## src/rtl/mipi_phy_ctrl_pkg.sv

```systemverilog
// -----------------------------------------------------------------------------
// mipi_phy_ctrl_pkg
// Shared definitions for the MIPI PHY bring-up controller: FSM state
// encoding (3 bits, values 0-6 are visible on the state port) and the
// default timing constants used as parameter defaults by the top level.
// -----------------------------------------------------------------------------
package mipi_phy_ctrl_pkg;

  typedef enum logic [2:0] {
    ST_IDLE      = 3'd0,
    ST_MMCM_RST  = 3'd1,
    ST_WAIT_LOCK = 3'd2,
    ST_PHY_RST   = 3'd3,
    ST_SEARCH    = 3'd4,
    ST_LINKED    = 3'd5,
    ST_FAIL      = 3'd6
  } state_t;

  localparam int DEF_CNT_W           = 24;
  localparam int DEF_MMCM_RST_CYCLES = 64;
  localparam int DEF_LOCK_TIMEOUT    = 65536;
  localparam int DEF_PHY_RST_CYCLES  = 16;
  localparam int DEF_SEARCH_TIMEOUT  = 1048576;
  localparam int DEF_LINK_TIMEOUT    = 4194304;
  localparam int DEF_MAX_RETRIES     = 8;

endpackage

```

## src/rtl/mipi_sync2.sv

```systemverilog
// -----------------------------------------------------------------------------
// mipi_sync2
// Two-flop synchronizer bringing a single asynchronous level into the clk
// domain. Both stages clear on reset so the output starts low.
//   clk    : destination clock
//   resetb : async active-low reset
//   d      : asynchronous input level
//   q      : synchronized level (2 clk latency)
// -----------------------------------------------------------------------------
module mipi_sync2 (
  input  logic clk,
  input  logic resetb,
  input  logic d,
  output logic q
);

  logic meta;

  // NOTE: non-blocking assignments keep meta and q as two distinct stages;
  // blocking ones would let d fall straight through to q in one edge.
  always_ff @(posedge clk or negedge resetb) begin
    if (!resetb) begin
      meta <= 1'b0;
      q    <= 1'b0;
    end else begin
      meta <= d;
      q    <= meta;
    end
  end

endmodule

```

## src/rtl/mipi_phy_ctrl.sv

```systemverilog
// -----------------------------------------------------------------------------
// mipi_phy_ctrl
// Bring-up and supervision controller for a single-lane MIPI deserializer
// PHY. Sequences MMCM reset and PHY reset, programs the LP-stall period,
// searches for packet activity (optionally flipping lane polarity once) and
// retrains on lock loss or prolonged link silence.
//   clk, resetb      : system clock, async active-low reset
//   enable           : 1 = train and hold link, 0 = hold PHY in reset
//   auto_polarity    : allow one polarity flip per search
//   cfg_polarity     : initial md_polarity
//   cfg_tx_period    : LP-stall period programmed into the PHY
//   locked, phy_we   : asynchronous status from the PHY
//   mmcm_reset, phy_resetb, md_polarity, mipi_tx_period : PHY controls
//   link_up, fail, lock_lost, retry_count, state       : status
// -----------------------------------------------------------------------------
module mipi_phy_ctrl
  import mipi_phy_ctrl_pkg::*;
#(
  parameter int CNT_W           = DEF_CNT_W,
  parameter int MMCM_RST_CYCLES = DEF_MMCM_RST_CYCLES,
  parameter int LOCK_TIMEOUT    = DEF_LOCK_TIMEOUT,
  parameter int PHY_RST_CYCLES  = DEF_PHY_RST_CYCLES,
  parameter int SEARCH_TIMEOUT  = DEF_SEARCH_TIMEOUT,
  parameter int LINK_TIMEOUT    = DEF_LINK_TIMEOUT,
  parameter int MAX_RETRIES     = DEF_MAX_RETRIES
) (
  input  logic       clk,
  input  logic       resetb,
  input  logic       enable,
  input  logic       auto_polarity,
  input  logic       cfg_polarity,
  input  logic [7:0] cfg_tx_period,
  input  logic       locked,
  input  logic       phy_we,
  output logic       mmcm_reset,
  output logic       phy_resetb,
  output logic       md_polarity,
  output logic [7:0] mipi_tx_period,
  output logic       link_up,
  output logic       fail,
  output logic       lock_lost,
  output logic [7:0] retry_count,
  output logic [2:0] state
);

  // Each timeout fires on the last cycle of its window, so a state whose
  // limit is N lasts exactly N cycles from entry.
  localparam logic [CNT_W-1:0] MMCM_LAST   = CNT_W'(MMCM_RST_CYCLES - 1);
  localparam logic [CNT_W-1:0] LOCK_LAST   = CNT_W'(LOCK_TIMEOUT - 1);
  localparam logic [CNT_W-1:0] PHY_LAST    = CNT_W'(PHY_RST_CYCLES - 1);
  localparam logic [CNT_W-1:0] SEARCH_LAST = CNT_W'(SEARCH_TIMEOUT - 1);
  localparam logic [CNT_W-1:0] LINK_LAST   = CNT_W'(LINK_TIMEOUT - 1);
  localparam logic [CNT_W-1:0] CNT_MAX     = '1;

  state_t           cur;
  logic [CNT_W-1:0] cnt;
  logic             pol_flipped;
  logic             locked_s;
  logic             we_s;
  logic             we_prev;
  logic             activity;
  logic             last_retry;

  mipi_sync2 u_sync_locked (.clk(clk), .resetb(resetb), .d(locked), .q(locked_s));
  mipi_sync2 u_sync_we     (.clk(clk), .resetb(resetb), .d(phy_we), .q(we_s));

  // A packet holds we high for several PHY clocks, so one rising edge of the
  // synchronized level marks one packet.
  assign activity   = we_s & ~we_prev;
  assign last_retry = ({1'b0, retry_count} + 9'd1) == 9'(MAX_RETRIES);
  assign state      = cur;

  // Every state change restarts the shared timeout counter.
  task automatic goto(input state_t nxt);
    cur <= nxt;
    cnt <= '0;
  endtask

  // Full retrain from MMCM reset, or give up once the attempt budget is spent.
  task automatic retry();
    link_up     <= 1'b0;
    phy_resetb  <= 1'b0;
    mmcm_reset  <= 1'b1;
    pol_flipped <= 1'b0;
    if (last_retry) begin
      fail <= 1'b1;
      goto(ST_FAIL);
    end else begin
      if (retry_count != 8'hFF) retry_count <= retry_count + 8'd1;
      md_polarity <= cfg_polarity;
      goto(ST_MMCM_RST);
    end
  endtask

  always_ff @(posedge clk or negedge resetb) begin
    if (!resetb) begin
      cur            <= ST_IDLE;
      cnt            <= '0;
      pol_flipped    <= 1'b0;
      we_prev        <= 1'b0;
      mmcm_reset     <= 1'b1;
      phy_resetb     <= 1'b0;
      md_polarity    <= 1'b0;
      mipi_tx_period <= 8'd0;
      link_up        <= 1'b0;
      fail           <= 1'b0;
      lock_lost      <= 1'b0;
      retry_count    <= 8'd0;
    end else begin
      we_prev   <= we_s;
      lock_lost <= 1'b0;
      if (cnt != CNT_MAX) cnt <= cnt + CNT_W'(1);

      if (!enable) begin
        // Dropping enable overrides every other transition.
        goto(ST_IDLE);
        mmcm_reset <= 1'b1;
        phy_resetb <= 1'b0;
        link_up    <= 1'b0;
        fail       <= 1'b0;
      end else begin
        case (cur)
          ST_IDLE: begin
            md_polarity    <= cfg_polarity;
            mipi_tx_period <= cfg_tx_period;
            retry_count    <= 8'd0;
            pol_flipped    <= 1'b0;
            goto(ST_MMCM_RST);
          end
          ST_MMCM_RST: begin
            if (cnt == MMCM_LAST) begin
              mmcm_reset <= 1'b0;
              goto(ST_WAIT_LOCK);
            end
          end
          ST_WAIT_LOCK: begin
            if (locked_s)               goto(ST_PHY_RST);
            else if (cnt == LOCK_LAST)  retry();
          end
          ST_PHY_RST: begin
            if (cnt == PHY_LAST) begin
              phy_resetb <= 1'b1;
              goto(ST_SEARCH);
            end
          end
          ST_SEARCH: begin
            if (activity) begin
              link_up <= 1'b1;
              goto(ST_LINKED);
            end else if (!locked_s) begin
              retry();
            end else if (cnt == SEARCH_LAST) begin
              if (auto_polarity && !pol_flipped) begin
                // Polarity only changes while the PHY is held in reset.
                md_polarity <= ~md_polarity;
                pol_flipped <= 1'b1;
                phy_resetb  <= 1'b0;
                goto(ST_PHY_RST);
              end else begin
                retry();
              end
            end
          end
          ST_LINKED: begin
            if (!locked_s) begin
              lock_lost <= 1'b1;
              retry();
            end else if (activity) begin
              cnt <= '0;
            end else if (cnt == LINK_LAST) begin
              link_up     <= 1'b0;
              phy_resetb  <= 1'b0;
              pol_flipped <= 1'b0;
              goto(ST_PHY_RST);
            end
          end
          ST_FAIL: ;
          default: goto(ST_IDLE);
        endcase
      end
    end
  end

endmodule

```

## config.mk

```make
export PLATFORM = sky130hd
export DESIGN_NAME = mipi_phy_ctrl
export DESIGN_NICKNAME = d
export VERILOG_FILES = /design/src/rtl/mipi_phy_ctrl_pkg.sv /design/src/rtl/mipi_sync2.sv /design/src/rtl/mipi_phy_ctrl.sv
export SDC_FILE = /design/constraint.sdc
export NUM_CORES = 1
export LEC_CHECK = 0
export BUFFER_PORTS_ARGS = -buffer_cell sky130_fd_sc_hd__buf_2
export CAP_MARGIN = 40
export CORE_UTILIZATION = 58
export DETAILED_ROUTE_END_ITERATION = 8
export MAX_ROUTING_LAYER = met4
export PLACE_DENSITY = 0.78
export SYNTH_ARGS = -nofsm -noshare
export SYNTH_HDL_FRONTEND = slang
export SYNTH_HIERARCHICAL = 1
export SYNTH_SLANG_ARGS = --single-unit
```

## constraint.sdc

```tcl
create_clock -name clk -period 2.6 [get_ports clk]
set_clock_uncertainty 0.05 [all_clocks]
set_input_delay 0.52 -clock clk [delete_from_list [all_inputs] [get_ports clk]]
set_output_delay 0.52 -clock clk [all_outputs]
set_load 0.05 [all_outputs]
```

==> flow_metrics.env <==
export IMPL_io_pins=40
export IMPL_synth_most_common_cell="dfrtp_1"
export IMPL_cts_buffers=5
export IMPL_postRouteAntennaNets=0
export IMPL_finalSetupViolCount=0
export IMPL_whs_ns=0.1520
export IMPL_clk_latency_ns=0.32
export IMPL_yosysTopAreaCell="dfrtp_1"
export IMPL_grt_first_pass_wirelength_um=11190
export IMPL_synth_simple_area_share=0.2633
export IMPL_ctsRootBufferMaster="clkbuf_8"
export IMPL_cts_num_sinks=55
export IMPL_grt_max_degree=31
export IMPL_avgViaCountPerCell=6.137
export IMPL_die_height_um=75.65
export IMPL_total_leakage_power_nw=1.639
export IMPL_yosysWarningCount=6
export IMPL_synth_top_cell_area_share=0.4296
export IMPL_core_area_sq_um=5172
export IMPL_synth_area_leaders="dfrtp_1 43%, nor2_1 5.6%, xor2_1 4.5%"
export IMPL_hold_viol=0
export IMPL_finalCriticalPeriod_ns=2.522
export IMPL_ir_drop_mv=0.6455
export IMPL_initial_utilization=0.6081
export IMPL_r2r_start="cnt[18]$_DFF_PN0_"
export IMPL_synth_fa_ha_area_frac=0.007955
export IMPL_hp_class="in -> async"
export IMPL_die_width_um=75.65
export IMPL_wire_per_inst_um=16.11
export IMPL_synth_top_family_by_area="simple AND/OR/NAND/NOR gates"
export IMPL_ys_flop_type="dfrtp_1"
export IMPL_synth_compound_area_share=0.1551
export IMPL_cts_tree="done"
export IMPL_path_class="reg -> reg"
export IMPL_pre_cts_slack_ns=0.01286
export IMPL_cp_arrival_ns=2.68
export IMPL_wl_um=7396
export IMPL_cp_max_fo=12
export IMPL_drv_cap=0
export IMPL_port_buffer_count=39
export IMPL_drive_gt1_frac=0.2674
export IMPL_firstDrtPassIters=5
export IMPL_cp_required_ns=2.76
export IMPL_synthCells=332
export IMPL_tightestPinTransition_ns=0.6186
export IMPL_synth_area_sq_um=3146
export IMPL_final_nets=405
export IMPL_synth_commonest_cells="54 x dfrtp_1, 47 x nor2_1, 31 x nand2_1, 17 x nand3_1, 16 x xor2_1"
export IMPL_relSlewSlack=0.5876
export IMPL_syn_nets=349
export IMPL_ctsHoldBuffers=0
export IMPL_power_density_nw_per_um2=716.9
export IMPL_finalMaxSlewViolations=0
export IMPL_cp_startpoint="cnt[18]$_DFF_PN0_"
export IMPL_ys_seq_elements=55
export IMPL_synthMuxAreaShare=0.04813
export IMPL_fmax_mhz=396.5
export IMPL_async_reset_ff_frac=1.000
export IMPL_synth_cell_types=60
export IMPL_drc=0
export IMPL_syn_avg_cell_area_sq_um=9.474
export IMPL_synth_xor_xnor_area_share=0.06126
export IMPL_drtIter0Drc=234
export IMPL_ys_seq_area_frac=0.4379
export IMPL_cts_clk_slew_worst_paths_ns=0.11
export IMPL_synth_edff_count=0
export IMPL_hpwl_um=5040
export IMPL_grt_overflow_total=0
export IMPL_track_usage=0.2676
export IMPL_start_kind="flop"
export IMPL_dr_total_vias=2817
export IMPL_finalWeightedCongestion=0.9087
export IMPL_antenna_cells=0
export IMPL_antenna_found_initial=0
export IMPL_fin_ws_ns=0.07781
export IMPL_die_area_sq_um=5722
export IMPL_grt_pass1_vias=2469
export IMPL_cts_path_max_buffers=2
export IMPL_area_growth_pct=19.09
export IMPL_cp_end_kind="flop"
export IMPL_status="finished, final reports clean"
export IMPL_fin_crit_sh=0.9701
export IMPL_htree_levels=2
export IMPL_placementRows=26
## final timing paths
path / cells after the start / slack [ns] / endpoint
setup / recovery: 8 / 0.08 / cnt[17]$_DFF_PN0_
hold / removal: 1 / 0.15 / u_sync_locked/q$_DFF_PN0_
setup reg to reg: 8 / 0.08 / cnt[17]$_DFF_PN0_
hold reg to reg: 0 / 0.31 / u_sync_locked/q$_DFF_PN0_
max in group asynchronous: 2 / 1.76 / cnt[10]$_DFF_PN0_
min in group clk: 1 / 0.25 / u_sync_locked/meta$_DFF_PN0_
## worst max-delay path, cell delays in order, from the launching register on
cell and delay (ns):
dfrtp_1 0.42, nor4_2 0.38, nand3_1 0.15, or3_4 0.43, a32o_2 0.31, o311ai_4 0.29
buf_6 0.18, buf_12 0.14, nor2_1 0.05
## stage by stage
step	TNS, ns	cell area, sq um	instances	util	total power [mW]
after floorplan	0	3146	332	-	1.868
after global placement	0	3517	445	0.6800	2.101
after detailed placement	0	3517	445	0.6800	2.133
after CTS	0	3617	454	0.6993	2.640
after global routing	-0.2103	3746	459	0.7242	2.809
final	0	3746	459	0.7242	2.686
## layout make-up
| type | instances | area [sq um] |
|---|---|---|
| timing repair buffer | 63 | 425.4 |
| clock inverter | 3 | 23.77 |
| clock buffer | 5 | 68.82 |
| multi-input combinational | 260 | 1750 |
| tap | 70 | 87.58 |
| sequential | 55 | 1379 |
| inverter | 3 | 11.26 |
| fill | 378 | 1426 |
## state kept, by name, summed over array words and instances, names as in the netlist
name                flops
fail                    1
u_sync_we/meta          1
cnt                    24
u_sync_locked/meta      1
link_up                 1
mipi_tx_period          8
u_sync_we/q             1
retry_count             8
state                   3
pol_flipped             1
lock_lost               1
mmcm_reset              1
u_sync_locked/q         1
md_polarity             1
phy_resetb              1
we_prev                 1
## cell families (layout without fill, tap and decap cells)
group / count (synthesis) / in the layout
xor gates and xnor gates: 22 / 22
buffers and inverters: 17 / 74
AOI/OAI and AO/OA: 63 / 63
DFF: 55 / 55
muxes: 14 / 14
and+or+nand+nor: 159 / 159
adders and majority gates: 2 / 2
## cell usage in the layout, fill, tap and decap left out, types with 3 or more instances in the layout
cell type  synthesis  routed
buf_2              3      39
mux2_2             9       9
or3_1              5       4
mux2i_1            5       5
nor3_1             8       8
xor2_1            16      16
nor4_1             7       4
a31oi_1            3       3
dfrtp_1           54      53
xnor2_1            6       6
nor2b_1            9       9
nand4_1            9       9
clkbuf_8           0       5
buf_4              0      19
and3_1             7       7
nor2_1            47      47
a21boi_0           3       3
inv_1              3       3
nand2b_1           3       3
a32o_1             6       5
o211ai_1           6       6
o21ai_0           10      10
a21oi_1            9       9
nand3_1           17      16
nand2_1           31      31
## repair_timing
item | in CTS | in global routing
pin swaps | 1 | 1
setup endpoints to repair | 1 | 31
resized for setup | 0 | 14
setup buffers | 1 | 3
cloned | 0 | 2
## routing by layer
metal / track usage / vias up / wire (um) / part of all wire
li1: - / 1334 / - / -
met1: 0.3416 / 1360 / 3180 / 0.43
met2: 0.4435 / 109 / 3700 / 0.50
met3: 0.04497 / 14 / 409 / 0.055
met4: 0.07202 / 0 / 106 / 0.014
met5: - / - / 0 / 0
## where the power goes
group / switching, mW / internal (mW) / total, mW
Sequential: 0.0757 / 0.958 / 1.03
Clock: 0.297 / 0.193 / 0.490
Combinational: 0.757 / 0.405 / 1.16
Note: power is estimated with default switching activity, not from simulation.
